$ cat src/rtl/video_pkg.sv
`default_nettype none
// ============================================================================
//  Module      : video_pkg
//  Description : Shared definitions for the raster timing generator.
//                - Axis phase encoding (ACTIVE -> FP -> SYNC -> BP -> ACTIVE)
//                - Timing constants for 640x480@60 (default) and 1280x720@60
//                - Helpers for derived line/frame totals and width checks
//  Revision    : 1.0  initial release
// ============================================================================
package video_pkg;

  // Phase of one raster axis, in the order the axis walks through them.
  typedef enum logic [1:0] {
    ACTIVE = 2'd0,
    FP     = 2'd1,
    SYNC   = 2'd2,
    BP     = 2'd3
  } phase_e;

  // 640x480 @ 60 Hz, 25.175 MHz pixel clock, negative syncs
  localparam int VGA_H_ACTIVE = 640;
  localparam int VGA_H_FP     = 16;
  localparam int VGA_H_SYNC   = 96;
  localparam int VGA_H_BP     = 48;
  localparam int VGA_V_ACTIVE = 480;
  localparam int VGA_V_FP     = 10;
  localparam int VGA_V_SYNC   = 2;
  localparam int VGA_V_BP     = 33;
  localparam bit VGA_H_POL    = 1'b0;
  localparam bit VGA_V_POL    = 1'b0;

  // 1280x720 @ 60 Hz, 74.25 MHz pixel clock, positive syncs
  localparam int HD_H_ACTIVE  = 1280;
  localparam int HD_H_FP      = 110;
  localparam int HD_H_SYNC    = 40;
  localparam int HD_H_BP      = 220;
  localparam int HD_V_ACTIVE  = 720;
  localparam int HD_V_FP      = 5;
  localparam int HD_V_SYNC    = 5;
  localparam int HD_V_BP      = 20;
  localparam bit HD_H_POL     = 1'b1;
  localparam bit HD_V_POL     = 1'b1;

  // Total period of one axis (pixels per line or lines per frame).
  function automatic int axis_total(input int act, input int fp, input int sync, input int bp);
    return act + fp + sync + bp;
  endfunction

  // True when a counter of 'w' bits can hold every value 0..total-1.
  function automatic bit fits_width(input int total, input int w);
    return longint'(total - 1) < (longint'(1) << w);
  endfunction

endpackage
`default_nettype wire

$ cat src/rtl/video_timing_gen_axis.sv
`default_nettype none
// ============================================================================
//  Module      : timing_axis
//  Description : One raster axis: a four-phase FSM (ACTIVE/FP/SYNC/BP) with an
//                in-phase counter and an absolute position counter.
//  Ports       : clk, rst_n     clock, asynchronous active-low reset
//                step           advance one position (or start from idle)
//                clear          force to idle at position 0 (wins over step)
//                position       registered current position
//                active, sync   decode of the state loaded on the coming edge
//                wrap           the coming edge loads position 0 from a run or
//                               from idle (start of a new line/frame)
//  Revision    : 1.0  initial release
// ============================================================================
module timing_axis
  import video_pkg::*;
#(
  parameter int LEN_ACTIVE = 640,
  parameter int LEN_FP     = 16,
  parameter int LEN_SYNC   = 96,
  parameter int LEN_BP     = 48,
  parameter int CW         = 12
) (
  input  logic          clk,
  input  logic          rst_n,
  input  logic          step,
  input  logic          clear,
  output logic [CW-1:0] position,
  output logic          active,
  output logic          sync,
  output logic          wrap
);

  localparam logic [1:0] S_ACTIVE = ACTIVE;
  localparam logic [1:0] S_FP     = FP;
  localparam logic [1:0] S_SYNC   = SYNC;
  localparam logic [1:0] S_BP     = BP;

  logic [1:0]    r_phase;
  logic [1:0]    w_phase_nxt;
  logic [CW-1:0] r_cnt;
  logic [CW-1:0] w_cnt_nxt;
  logic [CW-1:0] r_pos;
  logic [CW-1:0] w_pos_nxt;
  logic          r_valid;
  logic          w_valid_nxt;
  logic [CW-1:0] w_phase_last;
  logic          w_end_of_phase;
  logic          w_end_of_axis;
  logic          w_wrap;

  // Last in-phase count of the current phase.
  always_comb begin
    w_phase_last = CW'(LEN_ACTIVE - 1);
    case (r_phase)
      S_ACTIVE: w_phase_last = CW'(LEN_ACTIVE - 1);
      S_FP:     w_phase_last = CW'(LEN_FP - 1);
      S_SYNC:   w_phase_last = CW'(LEN_SYNC - 1);
      S_BP:     w_phase_last = CW'(LEN_BP - 1);
      default:  w_phase_last = CW'(LEN_ACTIVE - 1);
    endcase
  end

  assign w_end_of_phase = (r_cnt == w_phase_last);
  assign w_end_of_axis  = (r_phase == S_BP) && w_end_of_phase;

  // r_valid distinguishes "idle, parked at 0" from "running, showing 0": the
  // first step out of idle presents position 0 instead of advancing past it.
  assign w_wrap = step && !clear && (!r_valid || w_end_of_axis);

  always_comb begin
    w_valid_nxt = r_valid;
    w_phase_nxt = r_phase;
    w_cnt_nxt   = r_cnt;
    w_pos_nxt   = r_pos;
    if (clear) begin
      w_valid_nxt = 1'b0;
      w_phase_nxt = S_ACTIVE;
      w_cnt_nxt   = '0;
      w_pos_nxt   = '0;
    end else if (w_wrap) begin
      w_valid_nxt = 1'b1;
      w_phase_nxt = S_ACTIVE;
      w_cnt_nxt   = '0;
      w_pos_nxt   = '0;
    end else if (step) begin
      w_pos_nxt = r_pos + CW'(1);
      if (w_end_of_phase) begin
        w_cnt_nxt = '0;
        case (r_phase)
          S_ACTIVE: w_phase_nxt = S_FP;
          S_FP:     w_phase_nxt = S_SYNC;
          S_SYNC:   w_phase_nxt = S_BP;
          default:  w_phase_nxt = S_ACTIVE;
        endcase
      end else begin
        w_cnt_nxt = r_cnt + CW'(1);
      end
    end
  end

  always_ff @(posedge clk or negedge rst_n) begin
    if (!rst_n) begin
      r_valid <= 1'b0;
      r_phase <= S_ACTIVE;
      r_cnt   <= '0;
      r_pos   <= '0;
    end else begin
      r_valid <= w_valid_nxt;
      r_phase <= w_phase_nxt;
      r_cnt   <= w_cnt_nxt;
      r_pos   <= w_pos_nxt;
    end
  end

  // Lookahead decodes: the top registers them on the same edge that loads
  // r_pos, so every output lines up with the position it describes.
  assign position = r_pos;
  assign active   = w_valid_nxt && (w_phase_nxt == S_ACTIVE);
  assign sync     = w_valid_nxt && (w_phase_nxt == S_SYNC);
  assign wrap     = w_wrap;

endmodule
`default_nettype wire

$ cat src/rtl/video_timing_gen.sv
`default_nettype none
// ============================================================================
//  Module      : video_timing_gen
//  Description : Raster timing generator for the DVI/HDMI output path.
//                Horizontal axis steps every pixel clock while enabled; the
//                vertical axis steps on each horizontal wrap. All outputs are
//                registered on the edge that loads (sx, sy).
//  Ports       : clk          pixel clock (clk_pix)
//                rst_n        asynchronous active-low reset
//                en           run enable (clk_pix_locked); low forces idle
//                hsync/vsync  syncs, active level H_POL / V_POL
//                de           visible-pixel data enable
//                sx, sy       current pixel position
//                line_start   one-cycle pulse at sx == 0
//                frame_start  one-cycle pulse at sx == 0, sy == 0
//  Revision    : 1.0  initial release
// ============================================================================
module video_timing_gen
  import video_pkg::*;
#(
  parameter int H_ACTIVE = VGA_H_ACTIVE,
  parameter int H_FP     = VGA_H_FP,
  parameter int H_SYNC   = VGA_H_SYNC,
  parameter int H_BP     = VGA_H_BP,
  parameter int V_ACTIVE = VGA_V_ACTIVE,
  parameter int V_FP     = VGA_V_FP,
  parameter int V_SYNC   = VGA_V_SYNC,
  parameter int V_BP     = VGA_V_BP,
  parameter bit H_POL    = VGA_H_POL,
  parameter bit V_POL    = VGA_V_POL,
  parameter int CW       = 12
) (
  input  logic          clk,
  input  logic          rst_n,
  input  logic          en,
  output logic          hsync,
  output logic          vsync,
  output logic          de,
  output logic [CW-1:0] sx,
  output logic [CW-1:0] sy,
  output logic          line_start,
  output logic          frame_start
);

  localparam int H_TOTAL = axis_total(H_ACTIVE, H_FP, H_SYNC, H_BP);
  localparam int V_TOTAL = axis_total(V_ACTIVE, V_FP, V_SYNC, V_BP);

  if (H_ACTIVE < 1 || H_FP < 1 || H_SYNC < 1 || H_BP < 1) begin : g_bad_h_len
    $error("video_timing_gen: every horizontal phase length must be >= 1");
  end
  if (V_ACTIVE < 1 || V_FP < 1 || V_SYNC < 1 || V_BP < 1) begin : g_bad_v_len
    $error("video_timing_gen: every vertical phase length must be >= 1");
  end
  if (!fits_width(H_TOTAL, CW)) begin : g_bad_h_width
    $error("video_timing_gen: H_TOTAL-1 does not fit in CW bits");
  end
  if (!fits_width(V_TOTAL, CW)) begin : g_bad_v_width
    $error("video_timing_gen: V_TOTAL-1 does not fit in CW bits");
  end

  logic w_clear;
  logic w_h_active;
  logic w_h_sync;
  logic w_h_wrap;
  logic w_v_active;
  logic w_v_sync;
  logic w_v_wrap;

  // Dropping en parks both axes at 0, so re-enabling always starts a fresh
  // frame rather than resuming a partial one.
  assign w_clear = !en;

  timing_axis #(
    .LEN_ACTIVE (H_ACTIVE),
    .LEN_FP     (H_FP),
    .LEN_SYNC   (H_SYNC),
    .LEN_BP     (H_BP),
    .CW         (CW)
  ) u_h_axis (
    .clk      (clk),
    .rst_n    (rst_n),
    .step     (en),
    .clear    (w_clear),
    .position (sx),
    .active   (w_h_active),
    .sync     (w_h_sync),
    .wrap     (w_h_wrap)
  );

  // The vertical axis also steps on the very first horizontal "wrap" out of
  // idle, which is what brings it from idle to a valid line 0.
  timing_axis #(
    .LEN_ACTIVE (V_ACTIVE),
    .LEN_FP     (V_FP),
    .LEN_SYNC   (V_SYNC),
    .LEN_BP     (V_BP),
    .CW         (CW)
  ) u_v_axis (
    .clk      (clk),
    .rst_n    (rst_n),
    .step     (w_h_wrap),
    .clear    (w_clear),
    .position (sy),
    .active   (w_v_active),
    .sync     (w_v_sync),
    .wrap     (w_v_wrap)
  );

  always_ff @(posedge clk or negedge rst_n) begin
    if (!rst_n) begin
      de          <= 1'b0;
      hsync       <= ~H_POL;
      vsync       <= ~V_POL;
      line_start  <= 1'b0;
      frame_start <= 1'b0;
    end else begin
      de          <= w_h_active && w_v_active;
      hsync       <= w_h_sync ? H_POL : ~H_POL;
      vsync       <= w_v_sync ? V_POL : ~V_POL;
      line_start  <= w_h_wrap;
      frame_start <= w_v_wrap;
    end
  end

endmodule
`default_nettype wire

$ cat config.mk
export PLATFORM = sky130hd
export DESIGN_NAME = video_timing_gen
export DESIGN_NICKNAME = d
export VERILOG_FILES = /design/src/rtl/video_pkg.sv /design/src/rtl/video_timing_gen_axis.sv /design/src/rtl/video_timing_gen.sv
export SDC_FILE = /design/constraint.sdc
export NUM_CORES = 1
export LEC_CHECK = 0
export ABC_AREA = 1
export CAP_MARGIN = 25
export CORE_ASPECT_RATIO = 0.75
export CORE_MARGIN = 10
export CORE_UTILIZATION = 55
export CTS_CLUSTER_SIZE = 14
export DETAILED_ROUTE_END_ITERATION = 10
export PLACE_DENSITY = 0.88
export SLEW_MARGIN = 40
export SYNTH_ARGS = -nofsm -noshare
export SYNTH_HDL_FRONTEND = slang
export SYNTH_HIERARCHICAL = 1
export SYNTH_SLANG_ARGS = --single-unit
$ cat constraint.sdc
create_clock -name clk -period 6.3 [get_ports clk]
set_clock_uncertainty 0.15 [all_clocks]
set_input_delay 1.26 -clock clk [delete_from_list [all_inputs] [get_ports clk]]
set_output_delay 1.26 -clock clk [all_outputs]
set_load 0.005 [all_outputs]
==> summary.md <==
The core region is 6380 um^2. The fraction of layout cells with a size suffix above 1 is 14.6%. The number of buffers added on ports was 31; the number of setup buffers added after CTS was 0.

Yosys mapped the design onto 37 distinct sky130hd cell types. The synthesized netlist devotes 5.25% of its cell area to XOR and XNOR gates. Counting cells, the worst reg-to-reg path comes to 13.

The cell type contributing the most total cell area after synthesis was sky130_fd_sc_hd__dfrtp_1. The top cell types in the final layout, fill and taps aside, are sky130_fd_sc_hd__nand2_1 (125), sky130_fd_sc_hd__dfrtp_1 (57), sky130_fd_sc_hd__inv_1 (51), sky130_fd_sc_hd__nor2_1 (37), sky130_fd_sc_hd__nand3_1 (33). Placed cell area: 4030 um^2.

The run finished with clean final reports. The number of synthesis warnings was 6; the total power per unit cell area was 191 nW/um^2. The routed design has 8350 um of wire. The cell family contributing the most delay on the critical path is buffers and inverters. The final-stage net count is 528, and the net count of the mapped netlist is 493.

Clock-pin slew was measured on the worst setup and hold paths at 60 ps. The critical path contains buffers and inverters numbering 4 combined. In the final routed layout, each cell accounts on average for 13.9 um.

The logs give 0 for the number of antenna violations at the first check in global routing and 340 ps for the insertion delay of the later-clocked pin in the worst-skew pair. After synthesis, the share of cell area in mux cells is 0%. The post-synthesis share of cell area spent on and, or, nand and nor gates came out at 32.1%.

The flip-flop and latch count after synthesis is 59. Counting every sink on the clock net gives 59. Width of the chip: 114 um. The clock passes through at most 2 buffers.

The finished layout cell area came out at 4250 um^2. The worst setup path is captured at a flop. The startpoint-to-endpoint class of the critical path is input pin to flop. The tools report the I/O pin count as 32. Setup repair after global routing left no endpoint under its margin. The floorplan step set the die height to 90.8 um. The number of instances in the synthesized netlist is 479. The cell area that synthesis handed to floorplanning was 3670 um^2.

The library cell used most frequently in the layout, excluding fill and tap cells, is sky130_fd_sc_hd__nand2_1. The tools report the die area as 10400 um^2. The number of clock buffers added by TritonCTS is 9. Final count of hold timing violations: 0. The slew at the pin closest to its max-slew limit works out to 721 ps.

In this run the worst setup path terminates at u_v_axis/position[2]. TritonCTS built the clock tree. The filler cells instantiated in the layout total 522. For this configuration, the core starts out at a cell density of 57.5%. Overall fraction of global-route tracks in use: 16.6%. From synthesis to final layout, the design area changed by 15.7%.

The run gives 0 ps as the total negative slack for setup checks. The worst path needs 3650 ps of the cycle, external delays included. The endpoint identified for the worst register-to-register timing path is u_v_axis/position[2]. The starting DRC count in detailed routing was 304; the period utilization was 57.9%.

The arrival time of data at the critical path endpoint is 3740 ps, and the max-capacitance violation count is 0. The run gives 3170 ps as the register-to-register setup slack. VDD sags by at most 0.000164 V. Of the total synthesized cell area, the portion taken by full adders, half adders and majority gates is 3.75%. The final-report max-slew violation count came out at 0. Most prevalent standard cell on the critical path: sky130_fd_sc_hd__inv_1. In this run the worst path has a maximum fanout of 15.

The tree is rooted in a sky130_fd_sc_hd__clkbuf_8. The logs give 3098 for the number of global-route vias before repair and 66.5% for the utilization after layout. In this run the worst setup path begins at en.

For this run, the detailed router's first-pass iteration total came to 5. The number of antenna repair diodes is 0. The worst setup path is launched from an input pin.

OpenSTA, run right after detailed placement, puts the worst setup slack at 2330 ps. Setup slack closes at 2650 ps. After clock tree synthesis, the repair step resized 0 gates.

Setup violations remaining at the end of the flow were counted as 0. STA puts the critical path data required time at 6400 ps. The worst hold path passes through 2 cells.

The count of hold buffers inserted by post-cts repair was 0; the depth of the CTS H-tree was 3. The mean number of vias per cell is 5.39. The largest net degree at the start of global routing was 60; the maximum operating frequency was 0.274 GHz. Main combinational cell family by area after synthesis: simple AND/OR/NAND/NOR gates.

The first global-routing pass estimated 14400 um of wire. Summed over its instances, the top area cell type makes up 38.9% of the synthesized netlist area. The tightest hold path in the finished design has a slack of 389 ps.

The worst relative slew slack is 51.9%. Summing the areas of all compound-gate instances in the mapped netlist gives 9.92% of the synthesized area. Summed over all cells, the static leakage comes to 1.83 nW. The power after layout is 812 uW.

The detail route stage leaves a number of antenna-violating nets equal to 0. The critical path runs through a total of 8 cells. For this run, the number of standard cells in the final layout without fillers is 600. The cell with the biggest individual delay on the critical path was sky130_fd_sc_hd__nor2_2.

A synthesized cell averages 7.66 um^2. Sorting the synthesized cells by area gives the leading types as sky130_fd_sc_hd__dfrtp_1 (39%), sky130_fd_sc_hd__nand2_1 (13%), sky130_fd_sc_hd__inv_1 (5.2%). The post-detailed-placement half-perimeter wirelength is 6020 um. The biggest cell delay along the critical path was 520 ps. The startpoint of the lowest-slack register-to-register path was u_h_axis/r_phase[0]. For this run, design rule violations remaining after detail routing come to 0.

For this block, the via count after detailed routing is 3234. The run gives 0.844 as the last weighted congestion value of the routability-driven placer. Sequential elements use 40.3% of the synthesized area. In this run, placement finished with an instance count of 584. The critical path goes through clkdlybuf4s50_1, inv_1, nor2_1, nand2_2, inv_1, nor2_2, clkinv_1, o22ai_1.

The tightest min-delay check is of the flop to flop type. Number of cell rows: 25. Summed over all layers, the global routing overflow is 0.
## how the worst min path moves through the flow
stage          slack (ps)             startpoint               endpoint
2_1_floorplan         330     u_v_axis/r_cnt[10]     u_v_axis/r_cnt[10]
3_3_place_gp          370     u_v_axis/r_cnt[10]     u_v_axis/r_cnt[10]
3_5_place_dp          380  u_h_axis/position[10]  u_h_axis/position[10]
4_1_cts               400     u_h_axis/r_cnt[11]     u_h_axis/r_cnt[11]
5_1_grt               410  u_h_axis/position[10]  u_h_axis/position[10]
6_report              390  u_h_axis/position[10]  u_h_axis/position[10]
## layer usage
metal / track usage (%) / up-vias / share of wire [%]
met1: 21.0 / 1496 / 45
li1: - / 1614 / -
met2: 25.9 / 114 / 47
met5: 0 / - / 0
met3: 5.31 / 10 / 7.1
met4: 5.52 / 0 / 1.0
## report_power, final
group / leakage [nW] / switching (mW) / internal [mW]
Sequential: 0.813 / 0.00678 / 0.384
Clock: 0.101 / 0.154 / 0.221
Combinational: 0.919 / 0.0306 / 0.0157
## kinds of logic (layout without fill, tap and decap cells)
family,Yosys count,after routing
xor+xnor,22,22
buf+inv,77,117
flops,59,59
compound gates,60,60
fa+ha+maj,11,11
simple gates,250,250
## Yosys cell counts
master / n
sky130_fd_sc_hd__nand2_1: 125
sky130_fd_sc_hd__dfrtp_1: 57
sky130_fd_sc_hd__inv_1: 51
sky130_fd_sc_hd__nor2_1: 39
sky130_fd_sc_hd__nand3_1: 33
sky130_fd_sc_hd__o21ai_0: 19
sky130_fd_sc_hd__inv_2: 14
sky130_fd_sc_hd__nand4_1: 13
sky130_fd_sc_hd__o21ai_1: 13
sky130_fd_sc_hd__xor2_1: 13
sky130_fd_sc_hd__ha_1: 11
sky130_fd_sc_hd__nand2_2: 9
sky130_fd_sc_hd__o21ai_2: 9
sky130_fd_sc_hd__xnor2_1: 9
sky130_fd_sc_hd__nor3_1: 8
sky130_fd_sc_hd__nand3_2: 7
sky130_fd_sc_hd__o22ai_1: 7
sky130_fd_sc_hd__nor2_2: 6
sky130_fd_sc_hd__o31ai_1: 5
sky130_fd_sc_hd__a21oi_1: 3
sky130_fd_sc_hd__buf_6: 3
sky130_fd_sc_hd__clkbuf_1: 3
sky130_fd_sc_hd__clkinv_1: 3
sky130_fd_sc_hd__buf_4: 2
sky130_fd_sc_hd__dfstp_2: 2
sky130_fd_sc_hd__nand3b_1: 2
sky130_fd_sc_hd__nor2_4: 2
sky130_fd_sc_hd__or2_2: 2
sky130_fd_sc_hd__a31oi_1: 1
sky130_fd_sc_hd__clkinv_2: 1
sky130_fd_sc_hd__nand2_4: 1
sky130_fd_sc_hd__nand2_8: 1
sky130_fd_sc_hd__nor2_8: 1
sky130_fd_sc_hd__nor3_2: 1
sky130_fd_sc_hd__o211ai_1: 1
sky130_fd_sc_hd__o21a_1: 1
sky130_fd_sc_hd__o21bai_1: 1
## area by class of cell
| type | instances | area, um^2 | share of cell area [%] |
|---|---|---|---|
| multi-input combinational | 343 | 1880 | 44.2 |
| sequential | 59 | 1480 | 34.8 |
| timing repair buffer | 32 | 313 | 7.37 |
| inverter | 69 | 260 | 6.13 |
| clock buffer | 9 | 124 | 2.92 |
| tap | 81 | 101 | 2.39 |
| clock inverter | 7 | 92.6 | 2.18 |
## worst register-to-register path, cell delays in order (launching register included)
cell and delay (ps):
sky130_fd_sc_hd__dfrtp_1 470, sky130_fd_sc_hd__inv_2 110, sky130_fd_sc_hd__ha_1 340, sky130_fd_sc_hd__inv_1 70
sky130_fd_sc_hd__nand2_1 40, sky130_fd_sc_hd__nand2_1 120, sky130_fd_sc_hd__nor2_4 70, sky130_fd_sc_hd__nand3_2 100
sky130_fd_sc_hd__nand2_2 70, sky130_fd_sc_hd__nand2_2 80, sky130_fd_sc_hd__inv_1 120, sky130_fd_sc_hd__nor2_2 520
sky130_fd_sc_hd__clkinv_1 470, sky130_fd_sc_hd__o22ai_1 300
## state kept, by name, summed over array words and instances (netlist names), 2 cells and up
| name | flops |
|---|---|
| u_h_axis/position | 12 |
| u_h_axis/r_cnt | 12 |
| u_h_axis/r_phase | 2 |
| u_v_axis/position | 12 |
| u_v_axis/r_cnt | 12 |
| u_v_axis/r_phase | 2 |
Note: power is estimated with default switching activity, not from simulation.
